===== src/rtl/lif_param_loader.sv =====
// lif_param_loader: framed byte-stream configuration loader for the LIF neuron.
// Frames are HEADER, P0, P1, P2, CHK. A frame is committed to the config
// outputs only if CHK == P0^P1^P2 and P1 <= P2; otherwise it is dropped and
// counted as an error. An idle gap inside a frame aborts it.
module lif_param_loader #(
   parameter logic [7:0] HEADER         = 8'hA5,
   parameter logic [7:0] TIMEOUT_CYCLES = 8'd255,
   parameter logic [2:0] DEF_WEIGHT     = 3'd2,
   parameter logic [7:0] DEF_THR_MIN    = 8'd20,
   parameter logic [7:0] DEF_THR_MAX    = 8'd120
) (
   input  logic       clk,
   input  logic       reset,
   input  logic       cfg_clear,
   input  logic [7:0] in_data,
   input  logic       in_valid,
   output logic       in_ready,
   output logic [2:0] weight_a,
   output logic [2:0] weight_b,
   output logic [1:0] leak_config,
   output logic [7:0] threshold_min,
   output logic [7:0] threshold_max,
   output logic       params_ready,
   output logic       frame_err,
   output logic [7:0] err_count
);

   localparam int unsigned DATA_W = 8;
   localparam int unsigned IDX_W  = 2;

   typedef enum logic [1:0] {
      IDLE    = 2'd0,
      PAYLOAD = 2'd1,
      CHECK   = 2'd2,
      COMMIT  = 2'd3
   } state_t;

   state_t              state;
   state_t              state_next;

   logic [IDX_W-1:0]    idx;
   logic [DATA_W-1:0]   gap;
   logic [DATA_W-1:0]   shadow_p0;
   logic [DATA_W-1:0]   shadow_p1;
   logic [DATA_W-1:0]   shadow_p2;

   logic                accept;
   logic                timeout_hit;
   logic                chk_ok;
   logic                range_ok;
   logic                shadow_we;
   logic                idx_clr;
   logic                err_event;
   logic                commit_event;

   assign accept      = in_valid && in_ready;
   assign timeout_hit = (gap == TIMEOUT_CYCLES);
   assign chk_ok      = (in_data == (shadow_p0 ^ shadow_p1 ^ shadow_p2));
   assign range_ok    = (shadow_p1 <= shadow_p2);

   // State register.
   always_ff @(posedge clk or posedge reset) begin
      if (reset) begin
         state <= IDLE;
      end else begin
         state <= state_next;
      end
   end

   // Next-state decode and per-cycle control strobes; cfg_clear overrides everything.
   always_comb begin
      state_next   = state;
      shadow_we    = 1'b0;
      idx_clr      = 1'b0;
      err_event    = 1'b0;
      commit_event = 1'b0;

      case (state)
         IDLE: begin
            if (accept && (in_data == HEADER)) begin
               state_next = PAYLOAD;
               idx_clr    = 1'b1;
            end
         end
         PAYLOAD: begin
            if (accept) begin
               shadow_we = 1'b1;
               if (idx == IDX_W'(2)) begin
                  state_next = CHECK;
               end
            end else if (timeout_hit) begin
               state_next = IDLE;
               err_event  = 1'b1;
            end
         end
         CHECK: begin
            if (accept) begin
               if (chk_ok && range_ok) begin
                  state_next = COMMIT;
               end else begin
                  state_next = IDLE;
                  err_event  = 1'b1;
               end
            end else if (timeout_hit) begin
               state_next = IDLE;
               err_event  = 1'b1;
            end
         end
         COMMIT: begin
            state_next   = IDLE;
            commit_event = 1'b1;
         end
         default: begin
            state_next = IDLE;
         end
      endcase

      if (cfg_clear) begin
         state_next   = IDLE;
         shadow_we    = 1'b0;
         idx_clr      = 1'b1;
         err_event    = 1'b0;
         commit_event = 1'b0;
      end
   end

   // in_ready mirrors the upcoming state so it is low exactly while in COMMIT.
   always_ff @(posedge clk or posedge reset) begin
      if (reset) begin
         in_ready <= 1'b1;
      end else begin
         in_ready <= (state_next != COMMIT);
      end
   end

   // Payload index and shadow capture.
   always_ff @(posedge clk or posedge reset) begin
      if (reset) begin
         idx       <= '0;
         shadow_p0 <= '0;
         shadow_p1 <= '0;
         shadow_p2 <= '0;
      end else if (cfg_clear) begin
         idx       <= '0;
         shadow_p0 <= '0;
         shadow_p1 <= '0;
         shadow_p2 <= '0;
      end else if (idx_clr) begin
         idx <= '0;
      end else if (shadow_we) begin
         case (idx)
            IDX_W'(0): shadow_p0 <= in_data;
            IDX_W'(1): shadow_p1 <= in_data;
            default:   shadow_p2 <= in_data;
         endcase
         idx <= idx + IDX_W'(1);
      end
   end

   // Inter-byte gap counter; only runs while a frame is open.
   always_ff @(posedge clk or posedge reset) begin
      if (reset) begin
         gap <= '0;
      end else if (cfg_clear || (state_next == IDLE) || (state_next == COMMIT) || accept) begin
         gap <= '0;
      end else if ((state == PAYLOAD) || (state == CHECK)) begin
         gap <= gap + DATA_W'(1);
      end
   end

   // Atomic commit of the shadow to the neuron configuration outputs.
   always_ff @(posedge clk or posedge reset) begin
      if (reset) begin
         weight_a      <= DEF_WEIGHT;
         weight_b      <= DEF_WEIGHT;
         leak_config   <= 2'd0;
         threshold_min <= DEF_THR_MIN;
         threshold_max <= DEF_THR_MAX;
         params_ready  <= 1'b0;
      end else if (cfg_clear) begin
         weight_a      <= DEF_WEIGHT;
         weight_b      <= DEF_WEIGHT;
         leak_config   <= 2'd0;
         threshold_min <= DEF_THR_MIN;
         threshold_max <= DEF_THR_MAX;
         params_ready  <= 1'b0;
      end else if (commit_event) begin
         weight_a      <= shadow_p0[7:5];
         weight_b      <= shadow_p0[4:2];
         leak_config   <= shadow_p0[1:0];
         threshold_min <= shadow_p1;
         threshold_max <= shadow_p2;
         params_ready  <= 1'b1;
      end
   end

   // Error pulse and saturating error counter (not affected by cfg_clear).
   always_ff @(posedge clk or posedge reset) begin
      if (reset) begin
         frame_err <= 1'b0;
         err_count <= '0;
      end else begin
         frame_err <= err_event;
         if (err_event && (err_count != 8'hFF)) begin
            err_count <= err_count + DATA_W'(1);
         end
      end
   end

endmodule


===== config.mk =====
export PLATFORM = sky130hd
export DESIGN_NAME = lif_param_loader
export DESIGN_NICKNAME = d
export VERILOG_FILES = /design/src/rtl/lif_param_loader.sv
export SDC_FILE = /design/constraint.sdc
export NUM_CORES = 1
export LEC_CHECK = 0
export BUFFER_PORTS_ARGS = -buffer_cell sky130_fd_sc_hd__buf_2
export CAP_MARGIN = 20
export CORE_ASPECT_RATIO = 1.75
export CORE_MARGIN = 10
export CORE_UTILIZATION = 58
export CTS_CLUSTER_DIAMETER = 60
export DETAILED_ROUTE_END_ITERATION = 7
export GPL_TIMING_DRIVEN = 0
export PLACE_DENSITY = 0.92
export RECOVER_POWER = 50
export SETUP_SLACK_MARGIN = 0.15
export SLEW_MARGIN = 40
export SYNTH_ARGS = -nofsm -noshare
export SYNTH_HDL_FRONTEND = slang
export SYNTH_SLANG_ARGS = --single-unit

===== constraint.sdc =====
create_clock -name clk -period 2.5 [get_ports clk]
set_input_delay 0.25 -clock clk [delete_from_list [all_inputs] [get_ports clk]]
set_output_delay 0.25 -clock clk [all_outputs]
set_load 0.01 [all_outputs]

# Word level (Yosys, flattened, before mapping)
# Cells that the tools add are included.
# word_totals
ff_bits	71
wordCells	106
inputBits	12
output_inout_bits	35
# op_classes
eq_ne	13
muxes	51
n_reduce_logical	21
add_sub_neg	3
bitwise_logic	2
order_cmp	1
# op_table
op	n
8-bit two-way mux	18
2-bit two-way mux	12
8-bit by 1-bit adder with 8-bit output (second input constant)	2
8-bit == test (second input constant)	2
8-bit bitwise XOR	2
1-bit two-way mux	15
3-bit two-way mux	4
2-bit nonzero test	5
3-bit AND reduction	3
2-bit == test (second input constant)	4
8-bit == test	1
8-bit less-or-equal comparator	1
8-bit inequality test (second input constant)	1
2-bit case mux with 4 select lines	1
2-bit zero test	3
2-bit by 1-bit == test with 1-bit output (second input constant)	2
1-bit logical AND	4
1-bit logical OR	4
2-bit inequality test (second input constant)	2
3-bit nonzero test	1
2-bit by 1-bit adder with 2-bit output (second input constant)	1
2-bit by 1-bit inequality test with 1-bit output (second input constant)	1
1-bit case mux with 2 select lines	1
2-bit OR reduction	1

# Depth between registers and ports, before layout
# Gate-level depths: netlist (run 1).
# logic_depth
word_depth	13
mapped_depth	9
depth_no_buf	9

# Least setup slack after synthesis (run 1)
# OpenSTA, ideal clock, no wires.
# synth_timing
kind	register to register
start	reg state[1]
end	reg err_count[1]
path_buffers	1
period_less_slack_ns	2.236
t_required_ns	2.373
arrival_time_ns	2.109
setup_ns	0.127
path_stages_with_launch	8
slack_ns	0.264
path_cell_list	dfrtp_1 > inv_1 > ha_1 > clkbuf_1 > or4b_1 > o21ai_2 > and2_4 > mux2_1
# synth_via
elab_chain_len	4
word_cells_on_any_way	5
classes_between	eq/ne (2); mux (2); reduce/logical (1)
# synth_lines
element	line	rtl
start: declaration	38	state_t state;
start signal: assignment	66	state <= state_next;
2-bit == test / 2-bit by 1-bit == test with 1-bit output (equally long branches)	78	case (state)
1-bit case mux with 2 select lines *	78	
1-bit two-way mux *	118	if (cfg_clear) begin
named net err_event	53	logic err_event;
1-bit logical AND *	204	if (err_event && (err_count != 8'hFF)) begin
end signal: assignment	205	err_count <= err_count + DATA_W'(1);
end: declaration	25	output logic [7:0] err_count
# Mark *: on every way through the listed nets, which the timed path passes. The rest lies on a longest branch.
# A chain may end at the register's enable or synchronous reset.

# Final worst setup path (run 1)
# layout_timing
start	reg shadow_p1[2]
end	reg in_ready
# layout_via
elab_chain_len	9
word_cells_on_any_way	10
classes_between	order compare (1); eq/ne (2); mux (4); bitwise (2); reduce/logical (1)
# layout_lines
element	line	rtl
start: declaration	44	logic [DATA_W-1:0] shadow_p1;
start signal: assignment	153	IDX_W'(1): shadow_p1 <= in_data;
parallel branches: the longest is 3 deep, another holds 8-bit less-or-equal comparator	--	
1-bit logical AND *	98	if (chk_ok && range_ok) begin
2-bit two-way mux *	98	
2-bit two-way mux *	97	if (accept) begin
2-bit case mux with 4 select lines *	78	
2-bit two-way mux *	118	
2-bit inequality test *	132	in_ready <= (state_next != COMMIT);
end signal: assignment	132	
end: declaration	17	output logic in_ready,
# Every way passes the cells marked *.

==> metrics.cfg, run 1 <==
[sta]
rsz0062_at_grt=true
fin_skew_ns=0.0102
clock.fmax_mhz=402
fin_crit_ns=2.49
hold_viol_final=0
period_share_pct=99.5
hold-worst-slack_ns=0.210
worst_pin_slew_ns=0.787
finalSetupTns_ns=0
maxSlewViolCount=0
slew_headroom_pct=47.2
setup_viol=0

[yosys]
avgSynthCellArea_um2=10.4
ys.warnings.count=0
async_flop_share_pct=100
syn_nets=383
synth_enable_flop_cells=0
synthCells=353
synth_cell_types=41
synth_ff_type=dfrtp_1
ys_seq_area_share_pct=48.6
syn-cell-area_mm2=0.00368
yosys_register_bits=71

[global_routing]
first_global_vias=3114
grt_pass1_wl_um=14900
overflow=0
grt_usage_pct=18.7
grt_antenna_before_repair=0
grt_max_degree=58

[layout]
fin_nets=463
fin_area_mm2=0.00456
area_delta_synth_final_pct=23.9
antenna_cells=0
drive_above_1_share_pct=26.0

[floorplanning]
start_util_pct=59.6
fp.dieH_um=125
die-area_mm2=0.0101
core_mm2=0.00618
rows=38
io_pins=47
die_w_um=80.2

[setup_path]
rr_worst_depth=9
crit_required_ns=2.77
crit_type=flip-flop to flip-flop
cp-startpoint=shadow_p1[2]
startpoint_type=flip-flop
r2r_end=in_ready
end_kind=flip-flop
r2r_slack_ns=0.01
cp-endpoint=in_ready
arrival_ns=2.75
crit_fanout=4
rr_startpoint=shadow_p1[2]

[power]
power_density_mw_per_mm2=556
leakage_nw=1.92
peakVddDrop_mv=0.498

[drt]
met2_length_um=5350
drcViolationCount=0
routedWlPerCell_um=19.6
met3_length_um=713
dr_total_vias=3099
wl_met1_um=3550
drtAntennaViolNets=0
drtIter0Drc=340
avgViaCountPerCell=5.98
top_layer_used=met4
wl_um=10100
drt_pre_antenna_iters=6

[clock_tree]
clk_pin_slew_ns=0.08
htree_levels=3
cts_tree=built
clock_latency_ns=0.36
cts_sinks=71
numCtsBuffers=9
clockBufferDepth=2
root_buffer=clkbuf_8

[place]
placed_cell_area_mm2=0.00405
dpl.hpwl_um=6400
io_buffers=46
gp_congestion=0.928

[job]
maxCapViolCount=0

[hold_path]
hold_path_startpoint=in_data[5]
hold_class=input port to flip-flop

[status]
status=completed

==> how the worst min path moves through the flow <==
stage                   endpoint  slack [ns]  cells past startpoint
floorplan           shadow_p0[0]        0.41                      2
global placement    params_ready        0.47                      2
detailed placement        gap[0]        0.18                      2
CTS                 shadow_p0[2]        0.20                      3
global route        shadow_p0[5]        0.24                      3
finish              shadow_p0[5]        0.21                      3
==> cell usage in the layout (no fill, tap or decap), drive strengths merged, types with 13 or more instances in the layout <==
master	n
buf	55
o21ai	21
dfrtp	62
nor2	40
mux2i	26
nand2	22
inv	13
xnor2	27
clkbuf	40
ha	18
==> kinds of logic after synthesis <==
kind of cell    count (synthesis)  synth area share [%]
buf+inv                        28                  2.92
flops                          71                  48.6
xor+xnor                       36                  8.56
mux                            28                  7.78
fa+ha+maj                      18                  6.12
compound gates                 55                  9.85
simple gates                  117                  16.2
==> registers in the layout, indices dropped and copies added, names as in the netlist <==
signal,count
shadow_p1,8
params_ready,1
threshold_min,8
gap,8
threshold_max,8
weight_b,3
shadow_p2,8
shadow_p0,8
in_ready,1
frame_err,1
idx,2
weight_a,3
state,2
err_count,8
leak_config,2
==> layer usage <==
| metal | global-route usage [%] | up-vias |
|---|---|---|
| met4 | 12.8 | 0 |
| met2 | 32.2 | 150 |
| met3 | 5.16 | 45 |
| met1 | 18.6 | 1527 |
| met5 | 0 | - |
| li1 | - | 1377 |
==> area by class of cell <==
type	count	area (µm²)
clock inverters	3	42.5
repair buffers	69	404
well taps	80	100
clock buffers	13	149
plain buffers	14	61.3
fillers	407	1620
inverters	14	53.8
multi-input cells	254	1960
flip-flops and latches	71	1790
==> repair_timing <==
item | CTS | global route
buffers inserted | 10 | 11
gates resized for setup | 16 | 26
hold endpoints to repair | 8 | 0
endpoints found under the setup margin | 12 | 27
hold buffers | 1 | 0
pin swaps | 7 | 11
==> stage by stage <==
step,worst slack (ns),power [mW],util (%),cells
2_1_floorplan,0.264,1.43,-,353
6_report,0.0137,2.54,73.8,518
4_1_cts,0.134,2.46,71.1,507
3_3_place_gp,-0.290,1.51,64.9,479
3_5_place_dp,-0.0612,1.53,65.4,480
5_1_grt,-0.144,2.61,73.8,518
==> power breakdown <==
group	switching (mW)	leakage (nW)	total, mW	internal (mW)
registers	0.0354	0.938	1.21	1.18
logic	0.239	0.889	0.405	0.166
clock network	0.431	0.0936	0.919	0.488
==> synthesized netlist by cell type, drive strengths merged, types with 2 or more instances <==
cell type  count  area [µm²]
dfrtp         62        1550
nor2          40         150
xnor2         27         236
mux2i         26         260
nand2         22        82.6
o21ai         21         109
ha            18         225
inv           14        52.6
nand3         10        50.1
nor2b         10        62.6
a211o          9        78.8
a211oi         9        67.6
clkbuf         9        33.8
dfstp          9         236
nand2b         9        56.3
xor2           9        78.8
nand4          7        50.1
a21oi          6        30.0
and3           5        31.3
buf            5        21.3
and2           4        27.5
nand4bb        3        33.8
a21o           2        15.0
a22oi          2        15.0
mux2           2        26.3
nor4           2        12.5
o21a           2        15.0
==> worst max-delay path, stage by stage, from the launching register on <==
cell and delay, ns:
dfrtp_1 0.48, ha_1 0.35, nand4_1 0.13, nor2_2 0.19, a211oi_2 0.06, buf_4 0.15, nor4_4 0.28, buf_4 0.18
a2111oi_2 0.05, or4_1 0.53
Power figures use the tool's default switching activity.
==> run 2: changes to the inputs <==
--- a/config.mk
+++ b/config.mk
@@ -14,7 +14,6 @@
 export DETAILED_ROUTE_END_ITERATION = 7
 export GPL_TIMING_DRIVEN = 0
 export PLACE_DENSITY = 0.92
-export RECOVER_POWER = 50
 export SETUP_SLACK_MARGIN = 0.15
 export SLEW_MARGIN = 40
 export SYNTH_ARGS = -nofsm -noshare
==> run 2 against run 1 <==
Compared with the run above:
- the run now ends with setup timing left
- final cell count unchanged
- utilization increased by 0.40 points
- sequential power about the same
- total power grew 0.21%
- setup slack worse by 0.020 ns
- critical path type unchanged
==> metrics.cfg, run 2 (same netlist as run 1, synthesis figures left out) <==
[setup_path]
arrival_ns=2.77  ; was 2.75 ns
end_kind=flip-flop  ; unchanged
crit_chain=inv_2, ha_4, nor2b_1, o211ai_1, a211oi_2, buf_4, nor4_4, buf_4, a2111oi_2, or4_1  ; was ha_1, nand4_1, nor2_2, a211oi_2, buf_4, nor4_4, buf_4, a2111oi_2, or4_1
worst_path_max_delay_cell=or4_1  ; unchanged
startpoint_type=flip-flop  ; unchanged
cp_num_cells=10  ; was 9
crit_fanout=3  ; was 4
slowest_delay_ns=0.53  ; about the same
crit_path_frequent_cell=buf_4  ; unchanged
rr_worst_depth=10  ; was 9
crit_family=simple AND/OR/NAND/NOR gates  ; unchanged
crit_required_ns=2.77  ; about the same
cp_num_buf_inv=3  ; was 2
crit_type=flip-flop to flip-flop  ; unchanged

[clock_tree]
htree_levels=3  ; unchanged
clock_latency_ns=0.36  ; about the same
cts_tree=built  ; unchanged
root_buffer=clkbuf_8  ; unchanged
clk_pin_slew_ns=0.08  ; about the same
cts_sinks=71  ; unchanged
clockBufferDepth=2  ; unchanged
numCtsBuffers=9  ; unchanged

[place]
dpl.hpwl_um=6400  ; unchanged
io_buffers=46  ; unchanged
dp_slack_ns=-0.0612  ; unchanged
gp_congestion=0.928  ; unchanged
dp_cells=480  ; unchanged

[sta]
period_share_pct=100  ; was 99.5%
fin_crit_ns=2.51  ; was 2.49 ns
fin_skew_ns=0.00969  ; was 0.0102 ns
setup_viol=1  ; was 0
hold_viol_final=0  ; unchanged
maxSlewViolCount=0  ; unchanged
hold-worst-slack_ns=0.212  ; was 0.210 ns
clock.fmax_mhz=399  ; was 402 MHz
rsz0062_at_grt=true  ; unchanged
slew_headroom_pct=58.5  ; was 47.2%
setup_ws_ns=-0.00649  ; was 0.0137 ns
worst_pin_slew_ns=0.623  ; was 0.787 ns

[global_routing]
overflow=0  ; unchanged
grt_pass1_wl_um=14900  ; unchanged
grt_usage_pct=18.7  ; unchanged
grt_antenna_before_repair=0  ; unchanged
first_global_vias=3114  ; unchanged
grt_max_degree=58  ; unchanged

[status]
violations=setup timing
status=complete, but fails checks  ; was completed

[power]
leakage_nw=2.00  ; was 1.92 nW
power_density_mw_per_mm2=554  ; was 556 mW/mm²
peakVddDrop_mv=0.499  ; was 0.498 mV
totalPowerFinal_mw=2.54  ; about the same

[floorplanning]
core_mm2=0.00618  ; unchanged
die-area_mm2=0.0101  ; unchanged
die_w_um=80.2  ; unchanged
io_pins=47  ; unchanged
fp.dieH_um=125  ; unchanged
rows=38  ; unchanged
start_util_pct=59.6  ; unchanged

[drt]
drtAntennaViolNets=0  ; unchanged
wl_um=10200  ; was 10100 µm
drt_pre_antenna_iters=5  ; was 6
drtIter0Drc=345  ; was 340
routedWlPerCell_um=19.6  ; about the same
dr_total_vias=3147  ; was 3099
drcViolationCount=0  ; unchanged
avgViaCountPerCell=6.08  ; was 5.98

[layout]
area_delta_synth_final_pct=24.6  ; was 23.9%
fin_nets=463  ; unchanged
antenna_cells=0  ; unchanged
drive_above_1_share_pct=29.9  ; was 26.0%
layout_commonest_cell=dfrtp_1  ; unchanged
finalNonFillerCells=518  ; unchanged
final_cell_mix=57 x dfrtp_1, 47 x buf_2, 39 x nor2_1  ; was 57 x dfrtp_1, 39 x nor2_1, 30 x buf_2

[hold_path]
hold_class=input port to flip-flop  ; unchanged
whs_path_depth=3  ; unchanged

[job]
maxCapViolCount=0  ; unchanged

-- run 2: changes by cell type in the layout (fill, tap and decap cells not counted), sizes merged --
cell and change:
clkinvlp -1, inv +1, clkbuf -17, buf +17
-- run 2: layout make-up --
class | instances | area, µm²
Fill cell | 396 | 1590
Sequential cell | 71 | 1790
Inverter | 14 | 57.6
Clock inverter | 3 | 42.5
Tap cell | 80 | 100
Buffer | 14 | 61.3
Timing Repair Buffer | 69 | 425
Clock buffer | 13 | 149
Multi-Input combinational cell | 254 | 1960
-- run 2: worst register-to-register path, stage by stage (launching register included) --
cell,delay [ns]
dfrtp_1,0.42
inv_2,0.09
ha_4,0.19
nor2b_1,0.13
o211ai_1,0.27
a211oi_2,0.13
buf_4,0.15
nor4_4,0.28
buf_4,0.18
a2111oi_2,0.05
or4_1,0.53
-- run 2: worst paths after layout --
kind,start,endpoint,slack (ns)
min in group asynchronous,reset,gap[0],0.36
setup reg to reg,shadow_p2[1],in_ready,-0.006
hold reg to reg,params_ready,params_ready,0.51
hold / removal,in_data[5],shadow_p0[5],0.21
setup / recovery,shadow_p2[1],in_ready,-0.006
max in group asynchronous,reset,threshold_max[4],1.60
-- run 2: through the flow --
stage	TNS, ns	cell area (µm²)	utilization (%)
after global placement	-17.86	4010	64.9
after global routing	-0.204	4590	74.2
after detailed placement	-0.0612	4050	65.4
after floorplan	0	3680	-
after CTS	0	4390	71.1
final	-0.00649	4590	74.2
-- run 2: what timing repair did --
item                                    in CTS  in global routing
endpoints found under the setup margin      12                 27
endpoints found under the hold margin        8                  0
buffers inserted                            10                 11
gates resized for setup                     16                 26
pin swaps                                    7                 11
hold buffers                                 1                  0
-- run 2: report_power, final --
group | total, mW | internal [mW] | switching, mW | leakage (nW)
combinational | 0.406 | 0.166 | 0.240 | 0.969
sequential | 1.21 | 1.18 | 0.0354 | 0.938
clock | 0.922 | 0.488 | 0.434 | 0.0936
-- run 2: routing by layer --
metal / track usage [%] / share of wire, %
met2: 32.2 / 52
met5: 0 / 0
met1: 18.6 / 35
met4: 12.8 / 6.4
met3: 5.16 / 7.1
